===== config.mk =====
export PLATFORM = sky130hd
export DESIGN_NAME = priority_encoder_flat
export DESIGN_NICKNAME = d
export VERILOG_FILES = /design/src/rtl/priority_encoder_if.sv /design/src/rtl/priority_encoder.sv /design/src/flat_wrapper.sv
export SDC_FILE = /design/constraint.sdc
export NUM_CORES = 1
export LEC_CHECK = 0
export BUFFER_PORTS_ARGS = -buffer_cell sky130_fd_sc_hd__buf_4
export CAP_MARGIN = 20
export CORE_AREA = 2 2 39 41
export DETAILED_ROUTE_END_ITERATION = 10
export DIE_AREA = 0 0 41 43
export HOLD_SLACK_MARGIN = 0.05
export PLACE_DENSITY = 0.41
export SETUP_SLACK_MARGIN = 0.4
export SKIP_LAST_GASP = 1
export SYNTH_ARGS = -nofsm -noshare
export SYNTH_HDL_FRONTEND = slang
export SYNTH_SLANG_ARGS = --single-unit

===== constraint.sdc =====
create_clock -name CLK -period 0.8 [get_ports CLK]
set_clock_uncertainty 0.05 [all_clocks]
set_input_delay 0.04 -clock CLK [delete_from_list [all_inputs] [get_ports CLK]]
set_output_delay 0.04 -clock CLK [all_outputs]
set_load 0.02 [all_outputs]

===== src/rtl/priority_encoder_if.sv =====
// Request/result bundle for the lowest-index-wins priority encoder.
// Signals: in (request vector), out/none (combinational result),
// out_q/none_q (result registered one cycle).
interface priority_encoder_if #(
    parameter int N = 4
);
    localparam int OUT_W = (N > 1) ? $clog2(N) : 1;

    logic [N-1:0]     in;
    logic [OUT_W-1:0] out;
    logic             none;
    logic [OUT_W-1:0] out_q;
    logic             none_q;

    modport master (
        output in,
        input  out, none, out_q, none_q
    );

    modport slave (
        input  in,
        output out, none, out_q, none_q
    );
endinterface


===== src/rtl/priority_encoder.sv =====
// Lowest-index-wins priority encoder with a registered result copy.
// Ports: CLK, Reset (sync, active-high), bus (slave: in -> out/none, out_q/none_q).
module priority_encoder #(
    parameter int N = 4
) (
    input  logic              CLK,
    input  logic              Reset,
    priority_encoder_if.slave bus
);
    localparam int OUT_W = (N > 1) ? $clog2(N) : 1;

    logic [OUT_W-1:0] out_c;
    logic             none_c;

    // Scan from the top down so the lowest set bit is the last one written.
    always_comb begin
        out_c  = '0;
        none_c = 1'b1;
        for (int i = N - 1; i >= 0; i--) begin
            if (bus.in[i]) begin
                out_c  = OUT_W'(i);
                none_c = 1'b0;
            end
        end
    end

    assign bus.out  = out_c;
    assign bus.none = none_c;

    // Reset value encodes "no request".
    always_ff @(posedge CLK) begin
        if (Reset) begin
            bus.out_q  <= '0;
            bus.none_q <= 1'b1;
        end else begin
            bus.out_q  <= out_c;
            bus.none_q <= none_c;
        end
    end
endmodule


===== src/flat_wrapper.sv =====
// flat-port wrapper written by rule: the top's interface ports become plain ports
module priority_encoder_flat 
#(
    parameter int N = 4
)
  (CLK, Reset, bus_in, bus_out, bus_none, bus_out_q, bus_none_q);
  priority_encoder_if #(.N(N)) bus_i ();
  input  logic CLK;
  input  logic Reset;
  input wire logic [$bits(bus_i.in)-1:0] bus_in;
  output wire logic [$bits(bus_i.out)-1:0] bus_out;
  output wire logic [$bits(bus_i.none)-1:0] bus_none;
  output wire logic [$bits(bus_i.out_q)-1:0] bus_out_q;
  output wire logic [$bits(bus_i.none_q)-1:0] bus_none_q;
  assign bus_i.in = bus_in;
  assign bus_out = bus_i.out;
  assign bus_none = bus_i.none;
  assign bus_out_q = bus_i.out_q;
  assign bus_none_q = bus_i.none_q;
  priority_encoder #(.N(N)) u_core (.CLK(CLK), .Reset(Reset), .bus(bus_i));
endmodule

==> key figures, run 1 <==
Status
  • Status: complete, but fails checks
  • Failing checks: hold timing

STA
  • Hold_ws: -0.0573 ns
  • Final period util: 0.961
  • Relative slew margins: 0.868
  • Worst slew pin tran: 0.196 ns
  • Min Tclk post-route: 0.769 ns
  • # setup viols final: 0
  • Max Slew Vio Count: 0
  • Count of final hold-check violations: 2
  • RSZ-0062 raised after global routing: yes
  • Max Freq: 1300 MHz
  • Setup TNS: 0 ns

Global route
  • Vias in the first global route: 164
  • Largest net degree at the start of global routing: 5
  • Global-route wire length before repair: 607 um
  • GRT Util Overall: 0.0562
  • Grt ovf: 0
  • Initial antenna violation count: 0

Routing
  • DRT antenna net count: 0
  • Vias: 148
  • DRC: 0
  • Vias per cell: 3.29
  • Total Wirelength: 404 um
  • DRT Pass-1 Iters: 2
  • WL per Instance: approximately 9 um
  • Initial DRC Count: 1

Worst setup path
  • Top delay family on crit path: flip-flops
  • CP max-delay cell: dfxtp_4
  • Worst Path Buf+Inv: 1
  • Worst Setup End Kind: primary output
  • Crit path depth: 1
  • CP Max Fanout: 1
  • Worst Setup SP: u_core.bus.out_q[0]
  • Critical Path RT: 0.71 ns
  • CP startpoint kind: flip-flop
  • Worst path max stage delay: 0.33 ns
  • Critical Path Sink: bus_out_q[0]
  • Critical path arrival: 0.68 ns
  • Setup Crit Path Kind: flip-flop to primary output
  • Cell breakdown of the critical path: buf_6

Synth
  • Post-synthesis simple-gate area fraction: 0.344
  • Yosys reg bits: 3
  • Top_reg_cell synth: dfxtp_1
  • Post-Synthesis Cells: 12
  • Main combinational cell family by area after synthesis: simple AND/OR/NAND/NOR gates
  • Cell Area, Synth: around 120 sq um
  • Ranking of synthesized cells by area: dfxtp_1 52%, nor4_2 11%, a211oi_1 6.5%
  • Yosys top cell by area: dfxtp_1
  • EDFF count, synth: 0
  • Register area share after synthesis: 0.516
  • Syn avg cell area: 9.70 sq um
  • Most frequent cell after synthesis: dfxtp_1
  • Mux share of post-synthesis cell area: 0
  • Net Count, Synth: 18
  • Synth top area share: 0.516
  • Compound-gate portion of the synthesized area: 0.108
  • Post-synthesis xor/xnor area fraction: 0
  • Adder-cell share of the synthesized area: 0
  • Distinct cell type count after synthesis: 10
  • Post-synth ARST share: 0
  • Synth warn: 0

Clock network
  • CTS clock-pin slew for the worst setup and hold paths: ~0.040 ns
  • H-tree Lvls: 1
  • Clk sinks: 3
  • Clock root cell: clkbuf_4
  • Inserted Clock Buffers: 3
  • CTS tree: yes
  • Clk buf depth: 2

Worst hold path
  • Hold/Removal Path Class: primary input to flip-flop

Floorplanning
  • DIE AREA: about 1800 sq um
  • Die width: 41 um
  • Die Span Y: 43 um
  • I/O pins: 12
  • Area of the core: 1380 sq um
  • Starting Density: 0.0841
  • Rows: 14

Final layout
  • Layout fillers: 143
  • Diodes inserted: 0
  • Area delta synth->final: 239%
  • Final #Nets: 36
  • Share of layout cells above drive strength 1: 0.897

Placed design
  • Port bufs: 11
  • Placer Congestion: between 0.5 and 0.6
  • DPL Wire Length: 310 um

Power
  • P_leak: 0.158 nW
  • Cell Pwr Density: around 1500 nW/um^2
  • Pwr Total: between 0.5 and 0.6 mW
  • Max IR drop VDD: 0.369 mV

Run
  • MaxCap Viol Count: 0
==> area by class of cell <==
cell class | count | area, sq um | share of cell area
Timing Repair Buffer | 13 | 156 | 0.397
Inverter | 1 | 3.75 | 0.00952
Clock buffer | 4 | 26.3 | 0.0667
Sequential cell | 3 | 68.8 | 0.175
Multi-Input combinational cell | 8 | 119 | 0.302
Tap cell | 16 | 20.0 | 0.0508
==> metal layers <==
metal	track usage	vias to the layer above	share of wire
met1	0.0417	59	0.34
li1	-	77	-
met3	0.0471	0	0.17
met4	0.0600	0	0
met5	0	-	0
met2	0.0781	12	0.49
==> cell families after synthesis <==
group           after synthesis
compound gates                2
buf+inv                       1
flops                         3
simple gates                  6
==> how the worst min path moves through the flow <==
stage / start / end / slack (ns) / cells after the start
floorplan: Reset / u_core.bus.out_q[0] / 0.05 / 1
global placement: Reset / u_core.bus.out_q[0] / 0.16 / 2
detailed placement: Reset / u_core.bus.out_q[0] / 0.16 / 2
CTS: Reset / u_core.bus.out_q[0] / -0.06 / 2
global route: Reset / u_core.bus.out_q[0] / -0.06 / 2
finish: Reset / u_core.bus.out_q[0] / -0.06 / 2
==> stage by stage <==
step           hold WS (ns)  cells  instance area, sq um  utilization  worst slack, ns
3_5_place_dp          0.163     39                   273        0.197           0.0809
2_1_floorplan        0.0454     12                   170            -            0.103
6_report            -0.0573     45                   394        0.285           0.0312
5_1_grt             -0.0624     45                   394        0.285           0.0113
3_3_place_gp          0.161     39                   273        0.197           0.0762
4_1_cts             -0.0645     44                   374        0.270           0.0193
==> repair_timing <==
| action | in CTS | in global routing |
|---|---|---|
| pin swaps | 2 | 2 |
| endpoints found under the hold margin | 3 | 3 |
| buffers inserted | 1 | 1 |
| endpoints found under the setup margin | 8 | 8 |
| gates resized for setup | 16 | 3 |
==> placed cells by master (no fill, tap or decap) <==
| cell | n |
|---|---|
| nor3_4 | 1 |
| inv_1 | 1 |
| dfxtp_4 | 2 |
| nor2_4 | 1 |
| buf_8 | 1 |
| dfxtp_2 | 1 |
| buf_6 | 7 |
| a211oi_2 | 1 |
| buf_4 | 3 |
| nand2b_4 | 1 |
| or2_1 | 1 |
| clkbuf_4 | 3 |
| clkbuf_1 | 1 |
| nor4_4 | 2 |
| a21oi_4 | 1 |
| buf_12 | 2 |
==> report_power, final <==
part | switching, mW | total (mW) | internal (mW)
combinational | 0.0720 | 0.163 | 0.0906
sequential | 0.00298 | 0.158 | 0.155
clock | 0.0767 | 0.264 | 0.187
total | 0.152 | 0.584 | 0.432
==> sequential cells by signal, summed over array words and instances, names as in the netlist <==
signal and flops:
u_core.bus.none_q 1, u_core.bus.out_q 2
No activity file was read; power rests on OpenSTA's default activity.
==> run 2: changes to the inputs <==
--- a/config.mk
+++ b/config.mk
@@ -11,7 +11,6 @@
 export DETAILED_ROUTE_END_ITERATION = 10
 export DIE_AREA = 0 0 41 43
 export HOLD_SLACK_MARGIN = 0.05
-export PLACE_DENSITY = 0.41
 export SETUP_SLACK_MARGIN = 0.4
 export SKIP_LAST_GASP = 1
 export SYNTH_ARGS = -nofsm -noshare
==> run 2 against run 1 <==
  * The run still ends with hold timing left
  * Core utilization is 2.4 points higher
  * Non-clock buffer count up 4
  * Sequential cell count is the same
  * Global-route usage grew 1.6 points
  * First-iteration DRC count grew 100%
  * Die area stayed put
==> key figures, run 2 (synthesized netlist as in run 1, its figures left out) <==
Global route
  • GRT Util Overall: 0.0723 (was 0.0562)
  • Global-route wire length before repair: 772 um (was 607 um)
  • Vias in the first global route: 193 (was 164)
  • Grt ovf: 0 (unchanged)
  • Largest net degree at the start of global routing: 6 (was 5)
  • Initial antenna violation count: 0 (unchanged)

Final layout
  • Max reg flops: 2 (unchanged)
  • Share of layout cells above drive strength 1: 0.909 (was 0.897)
  • Diodes inserted: 0 (unchanged)
  • Top Registers: u_core.bus.out_q x2, u_core.bus.none_q x1 (unchanged)
  • Final #Nets: 40 (was 36)
  • Area delta synth->final: 268% (was 239%)
  • Final Core Density: 0.309 (was 0.285)
  • Commonest non-fill, non-tap cells in the layout: 8 x buf_6, 6 x buf_4, 3 x clkbuf_4 (was 7 x buf_6, 3 x clkbuf_4, 3 x buf_4)
  • Largest Register: u_core.bus.out_q (unchanged)
  • Layout fillers: 150 (was 143)
  • Commonest non-fill, non-tap cell in the layout: buf_6 (unchanged)

Routing
  • Vias per cell: 3.65 (was 3.29)
  • WL per Instance: 11.0 um (was 8.98 um)
  • Initial DRC Count: 2 (was 1)
  • Total Wirelength: 538 um (was 404 um)
  • DRT Pass-1 Iters: 2 (unchanged)
  • Vias: 179 (was 148)
  • DRC: 0 (unchanged)
  • DRT antenna net count: 0 (unchanged)

Floorplanning
  • Rows: 14 (unchanged)
  • Starting Density: 0.0841 (unchanged)
  • I/O pins: 12 (unchanged)
  • Area of the core: 1380 sq um (unchanged)
  • Die width: 41 um (unchanged)
  • Die Span Y: 43 um (unchanged)
  • DIE AREA: 1760 sq um (unchanged)

STA
  • Worst slew pin tran: 0.222 ns (was 0.196 ns)
  • Min Tclk post-route: 0.772 ns (was 0.769 ns)
  • RSZ-0062 raised after global routing: yes (unchanged)
  • Max Freq: 1300 MHz (about the same)
  • Hold_ws: -0.0516 ns (was -0.0573 ns)
  • Count of final hold-check violations: 3 (was 2)
  • Final period util: 0.964 (was 0.961)
  • Relative slew margins: 0.851 (was 0.868)
  • Max Slew Vio Count: 0 (unchanged)
  • Setup TNS: 0 ns (unchanged)
  • # setup viols final: 0 (unchanged)

Worst setup path
  • CP max-delay cell: dfxtp_4 (unchanged)
  • Cell breakdown of the critical path: buf_6 (unchanged)
  • Setup Crit Path Kind: flip-flop to primary output (unchanged)
  • Critical path arrival: 0.68 ns (about the same)
  • Top delay family on crit path: flip-flops (unchanged)
  • CP startpoint kind: flip-flop (unchanged)
  • Critical Path RT: 0.71 ns (about the same)
  • Worst path max stage delay: 0.33 ns (about the same)
  • CP Max Fanout: 1 (unchanged)
  • Worst Setup SP: u_core.bus.out_q[1] (was u_core.bus.out_q[0])
  • Worst Setup End Kind: primary output (unchanged)
  • Worst Path Buf+Inv: 1 (unchanged)

Clock network
  • Clock root cell: clkbuf_4 (unchanged)
  • H-tree Lvls: 1 (unchanged)
  • CTS clock-pin slew for the worst setup and hold paths: 0.04 ns (about the same)
  • CTS tree: yes (unchanged)
  • Inserted Clock Buffers: 3 (unchanged)
  • Clk sinks: 3 (unchanged)
  • Clk buf depth: 2 (unchanged)

Status
  • Failing checks: hold timing (unchanged)
  • Status: complete, but fails checks (unchanged)

Power
  • Sw Pwr: 0.158 mW (was 0.152 mW)
  • Comb pwr share: 0.295 (was 0.278)
  • P_int: 0.442 mW (was 0.432 mW)
  • Sequential Power Share: 0.264 (was 0.271)
  • Sw Share: 0.264 (was 0.260)
  • Cell Pwr Density: 1400 nW/um^2 (was 1480 nW/um^2)
  • Clock share of power: 0.441 (was 0.451)
  • Max IR drop VDD: 0.372 mV (was 0.369 mV)
  • P_leak: 0.179 nW (was 0.158 nW)

Placed design
  • Placer Congestion: 0.612 (was 0.598)
  • Port bufs: 11 (unchanged)

Run
  • MaxCap Viol Count: 0 (unchanged)

Worst hold path
  • Hold Crit Start: Reset (unchanged)
  • Hold/Removal Path Class: primary input to flip-flop (unchanged)
==> run 2: power by group through the flow <==
stage | Clock, mW | Combinational (mW) | Sequential, mW
5_1_grt | 0.291 | 0.188 | 0.159
3_3_place_gp | 0 | 0.115 | 0.158
2_1_floorplan | 0 | 0.0401 | 0.168
4_1_cts | 0.276 | 0.151 | 0.159
6_report | 0.265 | 0.177 | 0.158
3_5_place_dp | 0 | 0.116 | 0.159
==> run 2: metrics by stage <==
step	area [sq um]	total power [mW]	worst slack [ns]	hold WS, ns	instances
finish	428	0.601	0.0284	-0.0516	49
global route	428	0.638	0.00719	-0.0552	49
CTS	374	0.585	0.0185	-0.0821	46
detailed placement	273	0.274	0.0618	0.163	39
global placement	273	0.274	0.0820	0.167	39
floorplan	170	0.209	0.103	0.0454	12
==> run 2: metal layers <==
metal  part of all wire  wire (um)  global-route usage
met1               0.31        166              0.0740
met2               0.52        281              0.0781
met3               0.17         89              0.0628
met4                  0          0              0.0800
met5                  0          0                   0
==> run 2: layout make-up <==
class | count | area [sq um] | share of cell area
inverter | 1 | 3.75 | 0.00877
sequential | 3 | 68.8 | 0.161
tap | 16 | 20.0 | 0.0468
clock buffer | 4 | 26.3 | 0.0614
timing repair buffer | 17 | 190 | 0.444
multi-input combinational | 8 | 119 | 0.278
==> run 2: worst paths after layout <==
path,endpoint,cells past startpoint
worst min-delay path,u_core.bus.out_q[0],2
worst max-delay path,bus_out_q[1],1
==> run 2: repair_timing <==
action                                 in CTS  in global routing
setup endpoints to repair                   7                  8
pin swaps                                   3                  3
endpoints found under the hold margin       3                  3
resized for setup                          14                  3
setup buffers                               3                  3
==> run 3: changes to the inputs <==
--- a/config.mk
+++ b/config.mk
@@ -11,6 +11,7 @@
 export DETAILED_ROUTE_END_ITERATION = 10
 export DIE_AREA = 0 0 41 43
 export HOLD_SLACK_MARGIN = 0.05
+export RECOVER_POWER = 50
 export SETUP_SLACK_MARGIN = 0.4
 export SKIP_LAST_GASP = 1
 export SYNTH_ARGS = -nofsm -noshare
==> run 3 against run 2 <==
  * The flow still finishes with violations (hold timing)
  * Sequential cell count is the same
  * Core utilization is 0.81 points lower
  * Highest routed layer unchanged
  * Sequential share of layout area increased by 0.43 points
  * Sequential power about the same
  * Die area unchanged
  * Non-clock buffer count did not move
  * Via count unchanged
  * Hold slack worse by 0.0046 ns
  * Wire length fell by 0.56%
  * Power fell by 1.1%
  * Fmax unchanged
==> key figures, run 3 (synthesized netlist as in run 1, its figures left out) <==
Floorplanning
  • Die width: 41 um (unchanged)
  • Area of the core: 1380 sq um (unchanged)
  • Die Span Y: 43 um (unchanged)
  • Starting Density: 0.0841 (unchanged)
  • Rows: 14 (unchanged)
  • DIE AREA: 1760 sq um (unchanged)
  • I/O pins: 12 (unchanged)

Worst setup path
  • CP startpoint kind: flip-flop (unchanged)
  • Top delay family on crit path: flip-flops (unchanged)
  • CP Max Fanout: 1 (unchanged)
  • Cell breakdown of the critical path: buf_6 (unchanged)
  • Critical Path RT: 0.71 ns (about the same)
  • Worst Path Buf+Inv: 1 (unchanged)
  • CP max-delay cell: dfxtp_4 (unchanged)
  • Worst Setup End Kind: primary output (unchanged)
  • Setup Crit Path Kind: flip-flop to primary output (unchanged)
  • Worst path max stage delay: 0.33 ns (about the same)
  • Critical path arrival: 0.68 ns (about the same)

Power
  • Cell Pwr Density: 1430 nW/um^2 (was 1400 nW/um^2)
  • Sw Pwr: 0.156 mW (was 0.158 mW)
  • Max IR drop VDD: 0.333 mV (was 0.372 mV)
  • P_int: 0.437 mW (was 0.442 mW)
  • Sequential Power Share: 0.267 (was 0.264)
  • Pwr Total: 0.594 mW (was 0.601 mW)
  • P_leak: 0.176 nW (was 0.179 nW)
  • Comb pwr share: 0.287 (was 0.295)
  • Sw Share: 0.263 (was 0.264)
  • Clock share of power: 0.446 (was 0.441)

Final layout
  • Final #Nets: 40 (unchanged)
  • Commonest non-fill, non-tap cell in the layout: buf_6 (unchanged)
  • Area delta synth->final: 258% (was 268%)
  • Largest Register: u_core.bus.out_q (unchanged)
  • Final Core Density: 0.301 (was 0.309)
  • Non-Filler Instances: 49 (unchanged)
  • Top Registers: u_core.bus.out_q x2, u_core.bus.none_q x1 (unchanged)
  • Share of layout cells above drive strength 1: 0.879 (was 0.909)
  • Max reg flops: 2 (unchanged)
  • Diodes inserted: 0 (unchanged)
  • Commonest non-fill, non-tap cells in the layout: 7 x buf_6, 6 x buf_4, 3 x clkbuf_4 (was 8 x buf_6, 6 x buf_4, 3 x clkbuf_4)

STA
  • Count of final hold-check violations: 3 (unchanged)
  • # setup viols final: 0 (unchanged)
  • RSZ-0062 raised after global routing: yes (unchanged)
  • Relative slew margins: 0.851 (about the same)
  • Final period util: 0.964 (about the same)
  • Min Tclk post-route: 0.772 ns (about the same)
  • Final worst slack: 0.0284 ns (about the same)
  • Max Slew Vio Count: 0 (unchanged)
  • Max Freq: 1300 MHz (unchanged)
  • Hold_ws: -0.0563 ns (was -0.0516 ns)
  • Worst slew pin tran: 0.222 ns (about the same)
  • Setup TNS: 0 ns (unchanged)

Routing
  • Total Wirelength: 535 um (was 538 um)
  • Wire length on met1: 173 um (was 166 um)
  • WL per Instance: 10.9 um (was 11.0 um)
  • Vias per cell: 3.65 (unchanged)
  • Initial DRC Count: 1 (was 2)
  • DRC: 0 (unchanged)
  • WL met3: 89 um (unchanged)
  • DRT antenna net count: 0 (unchanged)
  • Vias: 179 (unchanged)
  • DR top layer: met3 (unchanged)
  • Routed met2 length: 273 um (was 281 um)
  • DRT Pass-1 Iters: 2 (unchanged)

Placed design
  • Placer Congestion: 0.612 (unchanged)
  • Port bufs: 11 (unchanged)
  • Placed Cells: 39 (unchanged)
  • Worst Setup Slack post-DPL: 0.0618 ns (unchanged)

Clock network
  • CTS tree: yes (unchanged)
  • Clock root cell: clkbuf_4 (unchanged)
  • Clk sinks: 3 (unchanged)
  • H-tree Lvls: 1 (unchanged)
  • CTS clock-pin slew for the worst setup and hold paths: 0.04 ns (about the same)
  • Clk buf depth: 2 (unchanged)
  • Inserted Clock Buffers: 3 (unchanged)

Global route
  • Grt ovf: 0 (unchanged)
  • GRT Util Overall: 0.0723 (unchanged)
  • Initial antenna violation count: 0 (unchanged)
  • Vias in the first global route: 193 (unchanged)
  • Global-route wire length before repair: 772 um (unchanged)
  • Largest net degree at the start of global routing: 6 (unchanged)

Run
  • MaxCap Viol Count: 0 (unchanged)

Status
  • Failing checks: hold timing (unchanged)
  • Status: complete, but fails checks (unchanged)

Worst hold path
  • Hold/Removal Path Class: primary input to flip-flop (unchanged)
==> run 3: cell count changes in the layout (fill, tap and decap cells not counted), sizes merged <==
cell	change
buf	-1
clkbuf	+1
==> run 3: repair_timing <==
action | CTS | global route
gates resized for setup | 14 | 3
hold endpoints to repair | 3 | 3
cloned | 0 | 0
buffers inserted | 3 | 3
pin swaps | 3 | 3
setup endpoints to repair | 7 | 8
==> run 3: path summary, 6_finish.rpt <==
path | from | endpoint | slack (ns) | cells past startpoint
worst max-delay path | u_core.bus.out_q[1] | bus_out_q[1] | 0.03 | 1
worst min-delay path | Reset | u_core.bus.out_q[1] | -0.06 | 2
==> run 3: power by group through the flow <==
stage | registers (mW) | clock network [mW] | logic [mW]
6_report | 0.158 | 0.265 | 0.170
2_1_floorplan | 0.168 | 0 | 0.0401
4_1_cts | 0.159 | 0.276 | 0.151
5_1_grt | 0.159 | 0.291 | 0.181
3_3_place_gp | 0.158 | 0 | 0.115
3_5_place_dp | 0.159 | 0 | 0.116
==> run 3: routing by layer <==
layer / track usage / up-vias
met4: 0.0800 / 0
li1: - / 85
met1: 0.0740 / 82
met5: 0 / -
met2: 0.0781 / 12
met3: 0.0628 / 0
==> run 3: cell type report <==
type / instances / area, sq um
Multi-Input combinational cell: 8 / 114
Clock buffer: 4 / 26.3
Sequential cell: 3 / 68.8
Inverter: 1 / 3.75
Timing Repair Buffer: 17 / 184
Fill cell: 150 / 967
Tap cell: 16 / 20.0
==> run 3: stage by stage <==
step	hold WS [ns]	instance area [sq um]
2_1_floorplan	0.0454	170
3_3_place_gp	0.167	273
4_1_cts	-0.0821	374
3_5_place_dp	0.163	273
6_report	-0.0563	417
5_1_grt	-0.0584	417
